===== src/rtl/key_pkg.sv =====
`default_nettype none
// ============================================================================
//  Module      : key_pkg
//  Description : Shared definitions for the key arbiter: key count, key-index
//                width, debounce counter width and FSM state encoding.
//  Revision    : 1.0 - initial release
// ============================================================================
package key_pkg;

    localparam int KEY_NUM   = 4;
    localparam int KEY_IDX_W = 2;
    localparam int CNT_W     = 20;

    typedef enum logic [1:0] {
        ST_IDLE     = 2'd0,
        ST_DEBOUNCE = 2'd1,
        ST_PRESSED  = 2'd2,
        ST_RELEASE  = 2'd3
    } key_state_t;

    // Index one past idx, wrapping from the last key back to key 0.
    function automatic logic [KEY_IDX_W-1:0] next_idx(input logic [KEY_IDX_W-1:0] idx);
        next_idx = (idx == KEY_IDX_W'(KEY_NUM - 1)) ? '0 : idx + 1'b1;
    endfunction

endpackage
`default_nettype wire


===== src/rtl/key_arbiter_if.sv =====
`default_nettype none
// ============================================================================
//  Module      : key_arbiter_if
//  Description : Key-side bundle: raw active-low keys in, debounced press
//                pulse, owning key index and busy status out.
//  Revision    : 1.0 - initial release
// ============================================================================
interface key_arbiter_if;
    import key_pkg::*;

    logic [KEY_NUM-1:0]   key_in;
    logic                 key_flag;
    logic [KEY_IDX_W-1:0] key_id;
    logic                 busy;

    // Driver side of the raw keys, consumer of the press events.
    modport master (
        output key_in,
        input  key_flag,
        input  key_id,
        input  busy
    );

    // Arbiter side.
    modport slave (
        input  key_in,
        output key_flag,
        output key_id,
        output busy
    );

endinterface
`default_nettype wire


===== src/rtl/key_rr_sel.sv =====
`default_nettype none
// ============================================================================
//  Module      : key_rr_sel
//  Description : Combinational rotating-priority pick. Scans req starting at
//                ptr and wrapping; the first asserted request wins.
//  Revision    : 1.0 - initial release
// ============================================================================
module key_rr_sel
    import key_pkg::*;
(
    input  wire logic [KEY_NUM-1:0]   req,
    input  wire logic [KEY_IDX_W-1:0] ptr,
    output logic                      gnt_valid,
    output logic [KEY_IDX_W-1:0]      gnt_idx
);

    // Walk offsets from farthest to nearest so the offset closest to ptr
    // is the last to write and therefore wins.
    always_comb begin
        logic [KEY_IDX_W-1:0] w_idx;
        gnt_valid = 1'b0;
        gnt_idx   = '0;
        w_idx     = '0;
        for (int i = KEY_NUM - 1; i >= 0; i--) begin
            w_idx = ptr + KEY_IDX_W'(i);
            if (req[w_idx]) begin
                gnt_valid = 1'b1;
                gnt_idx   = w_idx;
            end
        end
    end

endmodule
`default_nettype wire


===== src/rtl/key_arbiter.sv =====
`default_nettype none
// ============================================================================
//  Module      : key_arbiter
//  Description : Four raw keys share a single debounce counter. A round-robin
//                scan picks one pressed key, debounces its press, emits one
//                pulse with its index, then debounces its release before the
//                counter is handed to the next key.
//  Revision    : 1.0 - initial release
// ============================================================================
module key_arbiter #(
    parameter logic [19:0] CNT_MAX_20MS = 20'd24,
    parameter int          KEY_NUM      = 4
) (
    input  wire logic         sys_clk,
    input  wire logic         sys_rst,
    key_arbiter_if.slave      bus
);

    key_pkg::key_state_t                r_state;
    logic [key_pkg::CNT_W-1:0]          r_cnt;
    logic [key_pkg::KEY_IDX_W-1:0]      r_ptr;
    logic [key_pkg::KEY_IDX_W-1:0]      r_sel;
    logic                               r_key_flag;
    logic [key_pkg::KEY_IDX_W-1:0]      r_key_id;
    logic                               r_busy;

    logic                               w_gnt_valid;
    logic [key_pkg::KEY_IDX_W-1:0]      w_gnt_idx;
    logic                               w_sel_low;
    logic                               w_cnt_done;
    logic [key_pkg::KEY_IDX_W-1:0]      w_ptr_next;

    key_rr_sel u_rr_sel (
        .req       (~bus.key_in),
        .ptr       (r_ptr),
        .gnt_valid (w_gnt_valid),
        .gnt_idx   (w_gnt_idx)
    );

    assign w_sel_low  = ~bus.key_in[r_sel];
    assign w_cnt_done = (r_cnt == (CNT_MAX_20MS - 20'd1));
    // Priority moves one past the key that just gave up the counter.
    assign w_ptr_next = (r_sel == key_pkg::KEY_IDX_W'(KEY_NUM - 1)) ? '0 : r_sel + 1'b1;

    // Arbitration / debounce FSM with registered outputs.
    always_ff @(posedge sys_clk or posedge sys_rst) begin
        if (sys_rst) begin
            r_state    <= key_pkg::ST_IDLE;
            r_cnt      <= '0;
            r_ptr      <= '0;
            r_sel      <= '0;
            r_key_flag <= 1'b0;
            r_key_id   <= '0;
            r_busy     <= 1'b0;
        end else begin
            r_key_flag <= 1'b0;
            case (r_state)
                key_pkg::ST_IDLE: begin
                    if (w_gnt_valid) begin
                        r_sel   <= w_gnt_idx;
                        r_cnt   <= '0;
                        r_state <= key_pkg::ST_DEBOUNCE;
                        r_busy  <= 1'b1;
                    end
                end
                key_pkg::ST_DEBOUNCE: begin
                    if (w_sel_low) begin
                        if (w_cnt_done) begin
                            r_state    <= key_pkg::ST_PRESSED;
                            r_cnt      <= '0;
                            r_key_flag <= 1'b1;
                            r_key_id   <= r_sel;
                        end else begin
                            r_cnt <= r_cnt + 1'b1;
                        end
                    end else begin
                        // Glitch: abandon without a pulse and pass priority on.
                        r_state <= key_pkg::ST_IDLE;
                        r_cnt   <= '0;
                        r_ptr   <= w_ptr_next;
                        r_busy  <= 1'b0;
                    end
                end
                key_pkg::ST_PRESSED: begin
                    if (!w_sel_low) begin
                        r_state <= key_pkg::ST_RELEASE;
                        r_cnt   <= '0;
                    end
                end
                key_pkg::ST_RELEASE: begin
                    if (w_sel_low) begin
                        // Release bounce: back to held, no new pulse.
                        r_state <= key_pkg::ST_PRESSED;
                        r_cnt   <= '0;
                    end else if (w_cnt_done) begin
                        r_state <= key_pkg::ST_IDLE;
                        r_cnt   <= '0;
                        r_ptr   <= w_ptr_next;
                        r_busy  <= 1'b0;
                    end else begin
                        r_cnt <= r_cnt + 1'b1;
                    end
                end
                default: begin
                    r_state <= key_pkg::ST_IDLE;
                    r_cnt   <= '0;
                    r_busy  <= 1'b0;
                end
            endcase
        end
    end

    assign bus.key_flag = r_key_flag;
    assign bus.key_id   = r_key_id;
    assign bus.busy     = r_busy;

endmodule
`default_nettype wire


===== src/flat_wrapper.sv =====
// flat-port wrapper written by rule: the top's interface ports become plain ports
module key_arbiter_flat 
#(
    parameter logic [19:0] CNT_MAX_20MS = 20'd24,
    parameter int          KEY_NUM      = 4
)
  (sys_clk, sys_rst, bus_key_in, bus_key_flag, bus_key_id, bus_busy);
  key_arbiter_if bus_i ();
  input  wire logic sys_clk;
  input  wire logic sys_rst;
  input wire logic [$bits(bus_i.key_in)-1:0] bus_key_in;
  output wire logic [$bits(bus_i.key_flag)-1:0] bus_key_flag;
  output wire logic [$bits(bus_i.key_id)-1:0] bus_key_id;
  output wire logic [$bits(bus_i.busy)-1:0] bus_busy;
  assign bus_i.key_in = bus_key_in;
  assign bus_key_flag = bus_i.key_flag;
  assign bus_key_id = bus_i.key_id;
  assign bus_busy = bus_i.busy;
  key_arbiter #(.CNT_MAX_20MS(CNT_MAX_20MS), .KEY_NUM(KEY_NUM)) u_core (.sys_clk(sys_clk), .sys_rst(sys_rst), .bus(bus_i));
endmodule

===== config.mk =====
export PLATFORM = sky130hd
export DESIGN_NAME = key_arbiter_flat
export DESIGN_NICKNAME = d
export VERILOG_FILES = /design/src/rtl/key_pkg.sv /design/src/rtl/key_arbiter_if.sv /design/src/rtl/key_rr_sel.sv /design/src/rtl/key_arbiter.sv /design/src/flat_wrapper.sv
export SDC_FILE = /design/constraint.sdc
export NUM_CORES = 1
export LEC_CHECK = 0
export CORE_MARGIN = 8
export CORE_UTILIZATION = 61
export CTS_BUF_LIST = sky130_fd_sc_hd__clkbuf_4 sky130_fd_sc_hd__clkbuf_8
export DETAILED_ROUTE_END_ITERATION = 8
export GPL_TIMING_DRIVEN = 1
export PLACE_DENSITY = 0.92
export SYNTH_ARGS = -nofsm -noshare
export SYNTH_HDL_FRONTEND = slang
export SYNTH_SLANG_ARGS = --single-unit

===== constraint.sdc =====
create_clock -name sys_clk -period 2.7 [get_ports sys_clk]
set_clock_uncertainty 0.15 [all_clocks]
set_input_delay 0.81 -clock sys_clk [delete_from_list [all_inputs] [get_ports sys_clk]]
set_output_delay 0.81 -clock sys_clk [all_outputs]
set_load 0.1 [all_outputs]

* After elaboration in Yosys (flattened, before gate mapping) *
Cells that the tools add are included.

operators by class
  add/subtract/negate cells = 5
  $lt $le $gt $ge = 5
  equality and inequality tests = 12
  muxes and demuxes = 44
  bitwise logic cells = 2
  reduce and logical (&&, ||, !) cells = 9

operator list
  kind                                                                           count
  20-bit two-way mux                                                             5
  20-bit one-hot mux with 4 select lines                                         1
  2-bit two-way mux                                                              14
  20-bit by 1-bit adder with 20-bit output (second input constant)               1
  20-bit by 5-bit equality test with 1-bit output (second input constant)        1
  1-bit two-way mux                                                              16
  2-bit by 3-bit less-than comparator with 1-bit output (second input constant)  5
  1-bit binary-select mux with 2-bit select                                      5
  2-bit by 1-bit inequality test with 1-bit output (second input constant)       4
  2-bit one-hot mux with 4 select lines                                          1
  4-bit AND reduction                                                            2
  2-bit equality test (second input constant)                                    3
  5-bit AND reduction                                                            1
  2-bit by 1-bit adder with 2-bit output (second input constant)                 2
  2-bit adder (second input constant)                                            2
  4-bit NOT                                                                      1
  2-bit one-hot mux with 2 select lines                                          1
  2-bit AND reduction                                                            2
  3-bit by 1-bit inequality test with 1-bit output (second input constant)       1
  3-bit by 2-bit inequality test with 1-bit output (second input constant)       1
  1-bit one-hot mux with 3 select lines                                          1
  3-bit AND reduction                                                            1
  3-bit nonzero test                                                             1
  2-bit by 1-bit equality test with 1-bit output (second input constant)         1
  other kinds (4)                                                                4

word-level totals
  register bits = 30
  output and inout port bits = 4
  word-level logic and storage cells = 84

* Depth between registers and ports, before layout *
Gate-level depths: netlist (run 1).

  depth after elaboration = 9
  gate-level depth with buffers = 7
  gate-level depth less buffers = 6

* By module *
From an unflattened synthesis (run 1), not the netlist that was laid out.

unflattened totals
  cell total of the unflattened synthesis = 209
  area, all modules = 1805.5 um^2

modules (own cells, without submodules)
  module       instances  cells each  area each (um^2)  sequential area each (um^2)
  key_arbiter  1          196         1727.9            750.7
  key_rr_sel   1          13          77.6              0.0

* Worst setup path after synthesis (run 1) *
OpenSTA, ideal clock, no wires.

  kind = input to register
  from = input bus_key_in[3]
  to = register u_core.r_cnt[7] in the netlist's numbering
  library setup time = 0.121 ns
  arrival = 2.227 ns
  data required time = 2.429 ns
  slack = 0.202 ns
  cell stages on the path = 6
  path buffers = 1
  path through = mux4_2 > mux2_2 > buf_2 > o2111ai_1 > xor2_1 > nor2_1

between the ends
  cells in the longest elaborated chain, start to end = 9

RTL lines
  item                                       line                RTL
  from (decl)                                flat_wrapper.sv:11  input wire logic [$bits(bus_i.key_in)-1:0] bus_key_in;
  4-bit NOT                                  key_arbiter.sv:34   .req (~bus.key_in),
  1-bit binary-select mux with 2-bit select  key_rr_sel.sv:26    if (req[w_idx]) begin
  1-bit two-way mux (not written as such)    key_rr_sel.sv:26
  1-bit two-way mux (4 in a row)             key_rr_sel.sv:26
  2-bit inequality test (no line)            -
  2-bit AND reduction (no line)              -
  to (signal assigned)                       key_arbiter.sv:74   r_cnt <= r_cnt + 1'b1;
  to (signal assigned)                       key_arbiter.sv:101  r_cnt <= r_cnt + 1'b1;
  to (decl)                                  key_arbiter.sv:20   logic [key_pkg::CNT_W-1:0] r_cnt;

Several ways; a longest one is shown, not always the timed one. The select of a mux whose other input is x is not followed.
A chain may end at the register's enable or synchronous reset.

* Worst setup path in the final report (run 1) *
  from = input bus_key_in[3]
  to = register u_core.r_cnt[10] in the netlist's numbering

Same word-level chain as after synthesis.

==> results.md, run 1 <==
| Parameter | This run | Unit |
| --- | --- | --- |
| Share of the synthesized area in the top cell type | 0.455 | - |
| Number of antenna-violating nets in the routed design | 0 | - |
| Vertical die dimension | 68.0 | um |
| Later-pin clock latency in the skew report | 0.33 | ns |
| Fraction of layout cells with a size suffix above 1 | 0.185 | - |
| Number of iterations in the first detailed-routing pass | 4 | - |
| TritonCTS clock tree | yes | - |
| Leakage component of the power | 0.835 | nW |
| Sort of element at the end of the critical path | flop | - |
| Layout overhead on the synthesized area | 14.3 | % |
| Total length of routed wires | 3650 | um |
| Initial Util | 0.619 | - |
| CP max FO | 17 | - |
| Count of pins on the block boundary | 10 | - |
| Number of global-route vias before repair | 1409 | - |
| Number of buffers inserted during clock tree synthesis | 5 | - |
| Critical Path Start Type | input port | - |
| Final Hold Viols | 0 | - |
| Number of antenna violations at the first check in global routing | 0 | - |
| CTS HTree Levels | 2 | - |
| Number of synthesized flops with an enable pin | 0 | - |
| First-pass GRT wire length | 6200 | um |
| Critical path start-end classification | input port to flop | - |
| RSZ-0062 raised after global routing | false | - |
| Clock-pin slew on the worst setup and hold paths | 0.09 | ns |
| Count of unresolved DRC violations after routing | 0 | - |
| Net count of the finished layout | 197 | - |
| Tightest Pin Transition | 0.735 | ns |
| Power density of the placed cells | 442 | nW/um2 |
| Clock Tree Buf Depth | 2 | - |
| Vias after detailed routing | 1362 | - |
| Maximum number of pins on one net before global-route repair | 31 | - |
| Power, Total | 833 | uW |
| Grt total ovfl | 0 | - |
| Die W | 68.0 | um |
| WHS | 0.362 | ns |
| Sequential area share after synthesis | 0.455 | - |
| YS warnings | 0 | - |
| Final sum of negative setup slack | 0 | ns |
| Seq cells post-synth | 30 | - |
| Postcts setup bufs | 0 | - |
| Area leader, netlist | dfrtp_1 | - |
| Dpl hpwl | 2560 | um |
| Required time of the worst setup path | 2.80 | ns |
| Final clock period utilization by the worst path | 0.955 | - |
| Gate count of the mapped netlist | 167 | - |
| Count of port buffers added during placement | 9 | - |
| Data arrival time of the critical path | 2.68 | ns |
| # Max-Cap Violations | 0 | - |
| Detailed-route vias per instance | 6.19 | - |
| Distinct cell type count after synthesis | 36 | - |
| GRT Total Usage | 0.176 | - |
| Async set or reset register ratio after synthesis | 1.00 | - |
| Max-Slew Margin vs Limit | 0.510 | - |
| Primary FF master, synth | dfrtp_1 | - |
| Post-Synthesis Mean Instance Area | 9.87 | um2 |
| Result of the run | finished clean | - |
| Core outline area | 2660 | um2 |
| Synth Net Count | 175 | - |
| Total die area | 4620 | um2 |
| Placer Congestion | 0.899 | - |
| Clk root buf | clkbuf_4 | - |
| Cell area after synthesis | 1650 | um2 |
| Fmax achieved | 388 | MHz |
| HP Class | flop to flop | - |
| Most area-consuming cells after synthesis | dfrtp_1, xor2_1, nor2_1, o21ai_0, o2111ai_1 | - |
| Number of pins with negative max-slew slack in the final report | 0 | - |
| Final setup violation count | 0 | - |
| DRT iter0 DRCs | 136 | - |
| Total number of placement rows | 19 | - |
| Final Critical Period | 2.58 | ns |
| Worst-case vdd ir drop | 388 | uV |
| Wire length per cell after detailed routing | 16.6 | um |
| CTS sink cnt | 30 | - |
| Antenna diode count | 0 | - |
-- sequential cells by signal (all words and copies together), names as in the netlist, named ones only --
| signal | cells |
|---|---|
| u_core.r_ptr | 2 |
| u_core.bus.busy | 1 |
| u_core.r_cnt | 20 |
| u_core.bus.key_flag | 1 |
| u_core.r_sel | 2 |
| u_core.r_state | 1 |
| u_core.bus.key_id | 2 |
-- cell usage in the layout, fill, tap and decap left out, types with 5 or more instances in the layout --
cell              n
buf_4            14
clkdlybuf4s50_1   5
dfrtp_1          30
xor2_1           15
o21ai_0          14
nand3_1           5
inv_1             7
o2111ai_1         7
nand2_1          10
clkbuf_4          5
a21oi_1           9
nor2_1           20
o211ai_1          5
-- metal layers --
metal / track usage / vias up / routed length [um]
met5: 0 / - / 0
met4: 0.0844 / 0 / 89
met3: 0.0409 / 11 / 129
met2: 0.312 / 36 / 1940
met1: 0.195 / 663 / 1490
li1: - / 652 / -
-- path summary, 6_finish.rpt --
check | cells after the start | slack [ns] | end | startpoint
worst min register to register | 1 | 0.36 | u_core.bus.busy$_DFFE_PP0P_ | u_core.bus.busy$_DFFE_PP0P_
worst max-delay path | 7 | 0.12 | u_core.r_cnt[10]$_DFFE_PP0P_ | bus_key_in[3]
max in group asynchronous | 3 | 1.43 | u_core.r_cnt[15]$_DFFE_PP0P_ | sys_rst
worst max register to register | 5 | 0.25 | u_core.bus.key_id[1]$_DFFE_PP0P_ | u_core.r_cnt[16]$_DFFE_PP0P_
worst min-delay path | 1 | 0.36 | u_core.bus.busy$_DFFE_PP0P_ | u_core.bus.busy$_DFFE_PP0P_
min in group asynchronous | 3 | 0.68 | u_core.r_cnt[5]$_DFFE_PP0P_ | sys_rst
-- worst max-delay path, cell delays in order --
cell and delay, ns:
clkdlybuf4s50_1 0.42, mux4_2 0.51, buf_4 0.17, nand2b_1 0.13, a21oi_1 0.26, o22ai_4 0.21
a21oi_1 0.17
-- cells in the mapped netlist (3+ instances only) --
cell type   n
nand4_1     4
inv_1       7
o21ai_0    15
mux2_2      5
a21oi_1     9
o2111ai_1   7
dfrtp_1    30
nor2_1     20
nand3_1     5
xor2_1     15
or4_1       3
nand2_1    10
o211ai_1    5
a21o_1      3
or3_1       3
-- stage by stage --
stage | setup WS (ns) | instance area (um2) | std cells | util
2_1_floorplan | 0.202 | 1650 | 167 | -
3_3_place_gp | -0.256 | 1830 | 213 | 0.686
3_5_place_dp | -0.358 | 1830 | 213 | 0.686
4_1_cts | 0.0454 | 1880 | 220 | 0.706
5_1_grt | 0.0309 | 1880 | 220 | 0.708
6_report | 0.122 | 1880 | 220 | 0.708
-- final cells by class --
type | instances | area, um2
fillers | 201 | 778
inverters | 7 | 26.3
clock buffers | 5 | 37.5
flip-flops and latches | 30 | 751
clock inverters | 2 | 10.0
multi-input cells | 126 | 866
well taps | 31 | 38.8
repair buffers | 19 | 155
-- kinds of logic after synthesis --
| group | synth area share |
|---|---|
| and+or+nand+nor | 0.189 |
| AOI/OAI and AO/OA | 0.163 |
| DFF | 0.455 |
| xor gates and xnor gates | 0.0850 |
| buffers and inverters | 0.0266 |
| muxes | 0.0660 |
| adders and majority gates | 0.0152 |
-- repair_timing --
action | in CTS | in global routing
hold buffers | 0 | 0
endpoints found under the setup margin | 3 | 14
resized for setup | 1 | 2
endpoints found under the hold margin | 0 | 0
-- report_power, final --
| group | internal, mW | total [mW] | leakage, nW | switching, mW |
|---|---|---|---|---|
| Combinational | 0.0427 | 0.106 | 0.401 | 0.0634 |
| Sequential | 0.458 | 0.480 | 0.404 | 0.0218 |
| Clock | 0.0934 | 0.247 | 0.0308 | 0.153 |
Power figures use the tool's default switching activity.
==> inputs of run 2 (changes only) <==
--- a/config.mk
+++ b/config.mk
@@ -5,12 +5,12 @@
 export SDC_FILE = /design/constraint.sdc
 export NUM_CORES = 1
 export LEC_CHECK = 0
-export CORE_MARGIN = 8
 export CORE_UTILIZATION = 61
 export CTS_BUF_LIST = sky130_fd_sc_hd__clkbuf_4 sky130_fd_sc_hd__clkbuf_8
 export DETAILED_ROUTE_END_ITERATION = 8
 export GPL_TIMING_DRIVEN = 1
-export PLACE_DENSITY = 0.92
+export PLACE_DENSITY = 0.91
 export SYNTH_ARGS = -nofsm -noshare
 export SYNTH_HDL_FRONTEND = slang
+export SYNTH_HIERARCHICAL = 1
 export SYNTH_SLANG_ARGS = --single-unit
==> results.md, run 2 <==
| Parameter | This run | Unit |
| --- | --- | --- |
| Result of the run | finished clean | - |
| Final setup violation count | 0 | - |
| Die W | 56.4 | um |
| Final Hold Viols | 0 | - |
| Later-pin clock latency in the skew report | 0.33 | ns |
| Clk root buf | clkbuf_4 | - |
| Worst-case vdd ir drop | 693 | uV |
| Required time of the worst setup path | 2.76 | ns |
| Share of the synthesized area in the top cell type | 0.416 | - |
| Sort of element at the end of the critical path | flop | - |
| Max FFs per register | 20 | - |
| YS warnings | 6 | - |
| Cell area after synthesis | 1810 | um2 |
| Core outline area | 2780 | um2 |
| Sum of met2 wire segment lengths after detailed routing | 1890 | um |
| Power density of the placed cells | 815 | nW/um2 |
| Count of unresolved DRC violations after routing | 0 | - |
| Total die area | 3180 | um2 |
| Most frequent cells in the layout | nand3_1, dfrtp_1, nand2_1 | - |
| Sequential area share after synthesis | 0.416 | - |
| GRT Total Usage | 0.280 | - |
| Most frequent standard cell in the layout excluding fill and tap cells | nand3_1 | - |
| Critical path start-end classification | input port to flop | - |
| Layout overhead on the synthesized area | 16.3 | % |
| Gate count of the mapped netlist | 209 | - |
| Maximum number of pins on one net before global-route repair | 31 | - |
| Utilization after layout | 0.755 | - |
| CTS sink cnt | 30 | - |
| Final cell count without fillers | 268 | - |
| Register name with the most flops | u_core/r_cnt | - |
| Max Used Layer | met4 | - |
| Final Critical Period | 2.66 | ns |
| Number of antenna-violating nets in the routed design | 0 | - |
| First-pass GRT wire length | 6920 | um |
| Number of pins with negative max-slew slack in the final report | 0 | - |
| Met3 layer wire length in the routed design | 262 | um |
| Simple-gate share of the synthesized area | 0.327 | - |
| Tightest Pin Transition | 0.510 | ns |
| Count of port buffers added during placement | 9 | - |
| Total length of routed wires | 3900 | um |
| Resized cells post-CTS | 0 | - |
| Placer Congestion | 0.807 | - |
| Mux share of post-synthesis cell area | 0.0721 | - |
| Distinct cell type count after synthesis | 32 | - |
| Wire length per cell after detailed routing | 14.6 | um |
| Max-Slew Margin vs Limit | 0.657 | - |
| Number of synthesized flops with an enable pin | 0 | - |
| Critical Path Start Type | input port | - |
| Fraction of the mapped netlist area in adder cells | 0.0416 | - |
| Most common cell in the synthesized netlist | nand3_1 | - |
| Fraction of layout cells with a size suffix above 1 | 0.186 | - |
| Postcts setup bufs | 0 | - |
| Detailed-route vias per instance | 6.32 | - |
| Largest family of logic cells by synthesized area | simple AND/OR/NAND/NOR gates | - |
| Clock Tree Buf Depth | 2 | - |
| Grt total ovfl | 0 | - |
| # Max-Cap Violations | 0 | - |
| Most area-consuming cells after synthesis | dfrtp_1, nand3_1, nand2_1, or3_1, ha_1 | - |
| Final clock period utilization by the worst path | 0.986 | - |
| Number of global-route vias before repair | 1635 | - |
| Vertical die dimension | 56.4 | um |
| CTS hold repair buffers | 0 | - |
| RSZ-0062 raised after global routing | true | - |
| Net count of the finished layout | 248 | - |
| Total number of placement rows | 19 | - |
| Area leader, netlist | dfrtp_1 | - |
| TritonCTS clock tree | yes | - |
| Initial Util | 0.649 | - |
| Leakage component of the power | 0.929 | nW |
| Area share of xor/xnor cells in the synthesized design | 0 | - |
| CTS HTree Levels | 2 | - |
| Vias after detailed routing | 1695 | - |
| Number of buffers inserted during clock tree synthesis | 5 | - |
| DRT iter0 DRCs | 82 | - |
| Seq cells post-synth | 30 | - |
| Number of iterations in the first detailed-routing pass | 7 | - |
| Primary FF master, synth | dfrtp_1 | - |
| Routed length on met1 | 1680 | um |
| Data arrival time of the critical path | 2.72 | ns |
| HP Class | flop to flop | - |
| Antenna diode count | 0 | - |
| Fmax achieved | 375 | MHz |
| Clock-pin slew on the worst setup and hold paths | 0.10 | ns |
| Synth Net Count | 221 | - |
| Count of pins on the block boundary | 10 | - |
| Leading post-synthesis cells by instance count | nand3_1, dfrtp_1, nand2_1 | - |
| Final sum of negative setup slack | 0 | ns |
| Compound-cell area share of the yosys netlist | 0.0956 | - |
| CP max FO | 6 | - |
| Async set or reset register ratio after synthesis | 1.00 | - |
| Dpl hpwl | 2890 | um |
| Number of antenna violations at the first check in global routing | 0 | - |
| Placed insts | 259 | - |
| Post-Synthesis Mean Instance Area | 8.64 | um2 |
-- run 2: cell count changes in the layout (fill, tap and decap cells not counted), sizes merged, moves of 5 or more --
cell,change
nand3,+28
nand2,+16
xor2,-15
nor2,-9
or3,+9
buf,+8
inv,+7
o2111ai,-7
o21ai,-6
nand4,+5
nor4,+5
-- run 2: layout make-up --
class	count	area, um2
Multi-Input combinational cell	158	977
Sequential cell	30	751
Fill cell	184	682
Timing Repair Buffer	27	216
Inverter	14	52.6
Clock buffer	6	51.3
Tap cell	31	38.8
Clock inverter	2	12.5
-- run 2: logic make-up after synthesis --
kind of cell    count (synthesis)
compound gates                 26
buf+inv                        21
fa+ha+maj                       6
flops                          30
simple gates                  115
mux                            11
-- run 2: path summary, 6_finish.rpt --
check / from / endpoint / slack, ns / cells past startpoint
max in group asynchronous: sys_rst / u_core/bus.busy$_DFFE_PP0P_ / 1.40 / 3
setup / recovery: bus_key_in[3] / u_core/r_cnt[9]$_DFFE_PP0P_ / 0.04 / 9
hold reg to reg: u_core/bus.busy$_DFFE_PP0P_ / u_core/bus.busy$_DFFE_PP0P_ / 0.38 / 2
min in group asynchronous: sys_rst / u_core/r_cnt[14]$_DFFE_PP0P_ / 0.70 / 3
setup reg to reg: u_core/r_sel[0]$_DFFE_PP0P_ / u_core/r_cnt[9]$_DFFE_PP0P_ / 0.47 / 8
hold / removal: u_core/bus.busy$_DFFE_PP0P_ / u_core/bus.busy$_DFFE_PP0P_ / 0.38 / 2
-- run 2: power by group --
group | switching (mW) | internal, mW | leakage, nW | total, mW
sequential | 0.0800 | 0.518 | 0.402 | 0.598
clock | 0.159 | 0.125 | 0.0343 | 0.284
combinational | 0.472 | 0.356 | 0.492 | 0.828
-- run 2: routing by layer --
layer,GRT usage,vias to the layer above
li1,-,822
met1,0.345,784
met2,0.471,78
met3,0.0691,11
met4,0.115,0
met5,0,-
-- run 2: critical path: stages --
cell             delay (ns)
clkdlybuf4s50_1        0.43
mux4_2                 0.55
buf_4                  0.17
mux2i_1                0.19
a21oi_2                0.08
buf_4                  0.17
buf_4                  0.14
nand3_1                0.09
nand3_1                0.10
-- run 2: metrics by stage --
| stage | hold WS [ns] | setup WS (ns) | area (um2) | power, mW |
|---|---|---|---|---|
| after CTS | 0.377 | 0.0505 | 2080 | 1.68 |
| after global routing | 0.406 | -0.00524 | 2100 | 1.84 |
| after global placement | 0.348 | -0.223 | 2020 | 1.37 |
| after floorplan | 0.336 | 0.207 | 1810 | 1.14 |
| final | 0.376 | 0.0367 | 2100 | 1.71 |
| after detailed placement | 0.357 | -0.290 | 2020 | 1.39 |
==> inputs of run 3 (changes only) <==
--- a/config.mk
+++ b/config.mk
@@ -5,6 +5,7 @@
 export SDC_FILE = /design/constraint.sdc
 export NUM_CORES = 1
 export LEC_CHECK = 0
+export CORE_MARGIN = 3
 export CORE_UTILIZATION = 61
 export CTS_BUF_LIST = sky130_fd_sc_hd__clkbuf_4 sky130_fd_sc_hd__clkbuf_8
 export DETAILED_ROUTE_END_ITERATION = 8
==> results.md, run 3 (synthesized netlist as in run 2, its figures left out) <==
| Parameter | This run | Unit |
| --- | --- | --- |
| Required time of the worst setup path | 2.81 | ns |
| Share of power burned in combinational logic | 0.495 | - |
| Later-pin clock latency in the skew report | 0.34 | ns |
| Sort of element at the end of the critical path | flop | - |
| Buffers & Inverters on Critical Path | 2 | - |
| Grt total ovfl | 0 | - |
| Leakage component of the power | 0.934 | nW |
| Total die area | 3650 | um2 |
| Number of buffers inserted during clock tree synthesis | 5 | - |
| Worst Hold Depth | 2 | - |
| Wire length per cell after detailed routing | 14.9 | um |
| Number of antenna-violating nets in the routed design | 0 | - |
| Core outline area | 2780 | um2 |
| Most frequent standard cell in the layout excluding fill and tap cells | nand3_1 | - |
| Most frequent cells in the layout | nand3_1, dfrtp_1, nand2_1 | - |
| Die W | 60.4 | um |
| Final clock period utilization by the worst path | 0.972 | - |
| CTS sink cnt | 30 | - |
| Clock-pin slew on the worst setup and hold paths | 0.10 | ns |
| Fmax achieved | 381 | MHz |
| Vertical die dimension | 60.4 | um |
| Data arrival time of the critical path | 2.74 | ns |
| Number of pins with negative max-slew slack in the final report | 0 | - |
| Peak per-stage delay on the critical path | 0.52 | ns |
| Count of port buffers added during placement | 9 | - |
| Placer Congestion | 0.856 | - |
| DRT iter0 DRCs | 100 | - |
| TritonCTS clock tree | yes | - |
| Count of pins on the block boundary | 10 | - |
| Critical path start-end classification | input port to flop | - |
| Initial Util | 0.649 | - |
| Total length of routed wires | 4010 | um |
| Total number of placement rows | 19 | - |
| Clk root buf | clkbuf_4 | - |
| CTS HTree Levels | 2 | - |
| Final setup violation count | 0 | - |
| # Max-Cap Violations | 0 | - |
| First-pass GRT wire length | 6290 | um |
| Clock Tree Buf Depth | 2 | - |
| Tightest Pin Transition | 0.509 | ns |
| Cells on worst reg2reg path | 7 | - |
| Sequential fraction of design power | 0.339 | - |
| Dpl hpwl | 2850 | um |
| Max FFs per register | 20 | - |
| Number of fill cells in the layout | 195 | - |
| Count of unresolved DRC violations after routing | 0 | - |
| Net switching power figure | 729 | uW |
| Max-Slew Margin vs Limit | 0.657 | - |
| Vias after detailed routing | 1669 | - |
| CTS hold repair buffers | 0 | - |
| Pre-CTS setup slack | -0.301 | ns |
| Number of iterations in the first detailed-routing pass | 4 | - |
| Internal power | 1.03 | mW |
| Antenna diode count | 0 | - |
| Detailed-route vias per instance | 6.20 | - |
| Fraction of layout cells with a size suffix above 1 | 0.197 | - |
| Multi-input combinational cell area | 987 | um2 |
| HP Class | flop to flop | - |
| Cell type group with the largest total delay on the critical path | multiplexers | - |
| CP max FO | 10 | - |
| Final sum of negative setup slack | 0 | ns |
| Layout overhead on the synthesized area | 17.6 | % |
| GRT Total Usage | 0.232 | - |
| Register name with the most flops | u_core/r_cnt | - |
| Final setup slack of the worst path | 0.0758 | ns |
| Critical Path Start Type | input port | - |
| Result of the run | finished clean | - |
| Net count of the finished layout | 249 | - |
| Area taken by flip-flops and latches | 751 | um2 |
| Power density of the placed cells | 827 | nW/um2 |
| Fraction of power spent switching nets | 0.415 | - |
| Worst-case vdd ir drop | 869 | uV |
| Final Critical Period | 2.62 | ns |
| Number of antenna violations at the first check in global routing | 0 | - |
| Maximum number of pins on one net before global-route repair | 31 | - |
| Number of global-route vias before repair | 1435 | - |
| Slowest stage cell on the critical path | mux4_2 | - |
| Cell depth of the worst setup path | 7 | - |
| Final Hold Viols | 0 | - |
| CP Cell Sequence | clkdlybuf4s50_1 -> mux4_2 -> mux2i_2 -> o211ai_2 -> buf_4 -> or3_1 -> o21ai_1 | - |
| Share of power burned in the clock network | 0.166 | - |
[run 3: tightest hold or removal path: cells and delay by family (launching register included)]
family,cells,cell delay (ns)
flops,1,0.35
compound gates,2,0.14
[run 3: final timing paths]
path / end / slack [ns] / start
setup / recovery: u_core/r_cnt[4]$_DFFE_PP0P_ / 0.08 / bus_key_in[1]
setup reg to reg: u_core/r_cnt[8]$_DFFE_PP0P_ / 0.41 / u_core/r_cnt[0]$_DFFE_PP0P_
hold / removal: u_core/bus.busy$_DFFE_PP0P_ / 0.37 / u_core/bus.busy$_DFFE_PP0P_
max in group asynchronous: u_core/r_cnt[8]$_DFFE_PP0P_ / 1.40 / sys_rst
min in group asynchronous: u_core/r_cnt[15]$_DFFE_PP0P_ / 0.71 / sys_rst
hold reg to reg: u_core/bus.busy$_DFFE_PP0P_ / 0.37 / u_core/bus.busy$_DFFE_PP0P_
[run 3: stage by stage]
step | utilization | std cells | power, mW | cell area (um2) | hold slack, ns
3_5_place_dp | 0.728 | 260 | 1.40 | 2030 | 0.349
3_3_place_gp | 0.728 | 260 | 1.38 | 2030 | 0.349
2_1_floorplan | - | 209 | 1.14 | 1810 | 0.336
4_1_cts | 0.751 | 268 | 1.70 | 2090 | 0.371
5_1_grt | 0.763 | 269 | 1.88 | 2120 | 0.401
6_report | 0.763 | 269 | 1.76 | 2120 | 0.369
[run 3: final cells by class]
cell class              instances  share of cell area
repair buffers                 28               0.108
flip-flops and latches         30               0.354
well taps                      31              0.0183
inverters                      14              0.0247
clock buffers                   6              0.0242
clock inverters                 2             0.00589
multi-input cells             158               0.465
[run 3: power by group through the flow]
stage | logic, mW | registers, mW | clock network [mW]
final | 0.870 | 0.595 | 0.291
after global routing | 0.951 | 0.607 | 0.320
after CTS | 0.805 | 0.593 | 0.297
after detailed placement | 0.801 | 0.603 | 0
after global placement | 0.787 | 0.598 | 0
after floorplan | 0.506 | 0.630 | 0
[run 3: metal layers]
metal | routed length [um] | GRT usage | vias up
met5 | 0 | 0 | -
met4 | 45 | 0.0696 | 0
met3 | 230 | 0.0745 | 6
met2 | 1960 | 0.373 | 44
met1 | 1770 | 0.299 | 803
li1 | - | - | 816
[run 3: what timing repair did]
item,CTS,global route
endpoints found under the setup margin,0,10
gates resized for setup,0,9
setup buffers,0,1
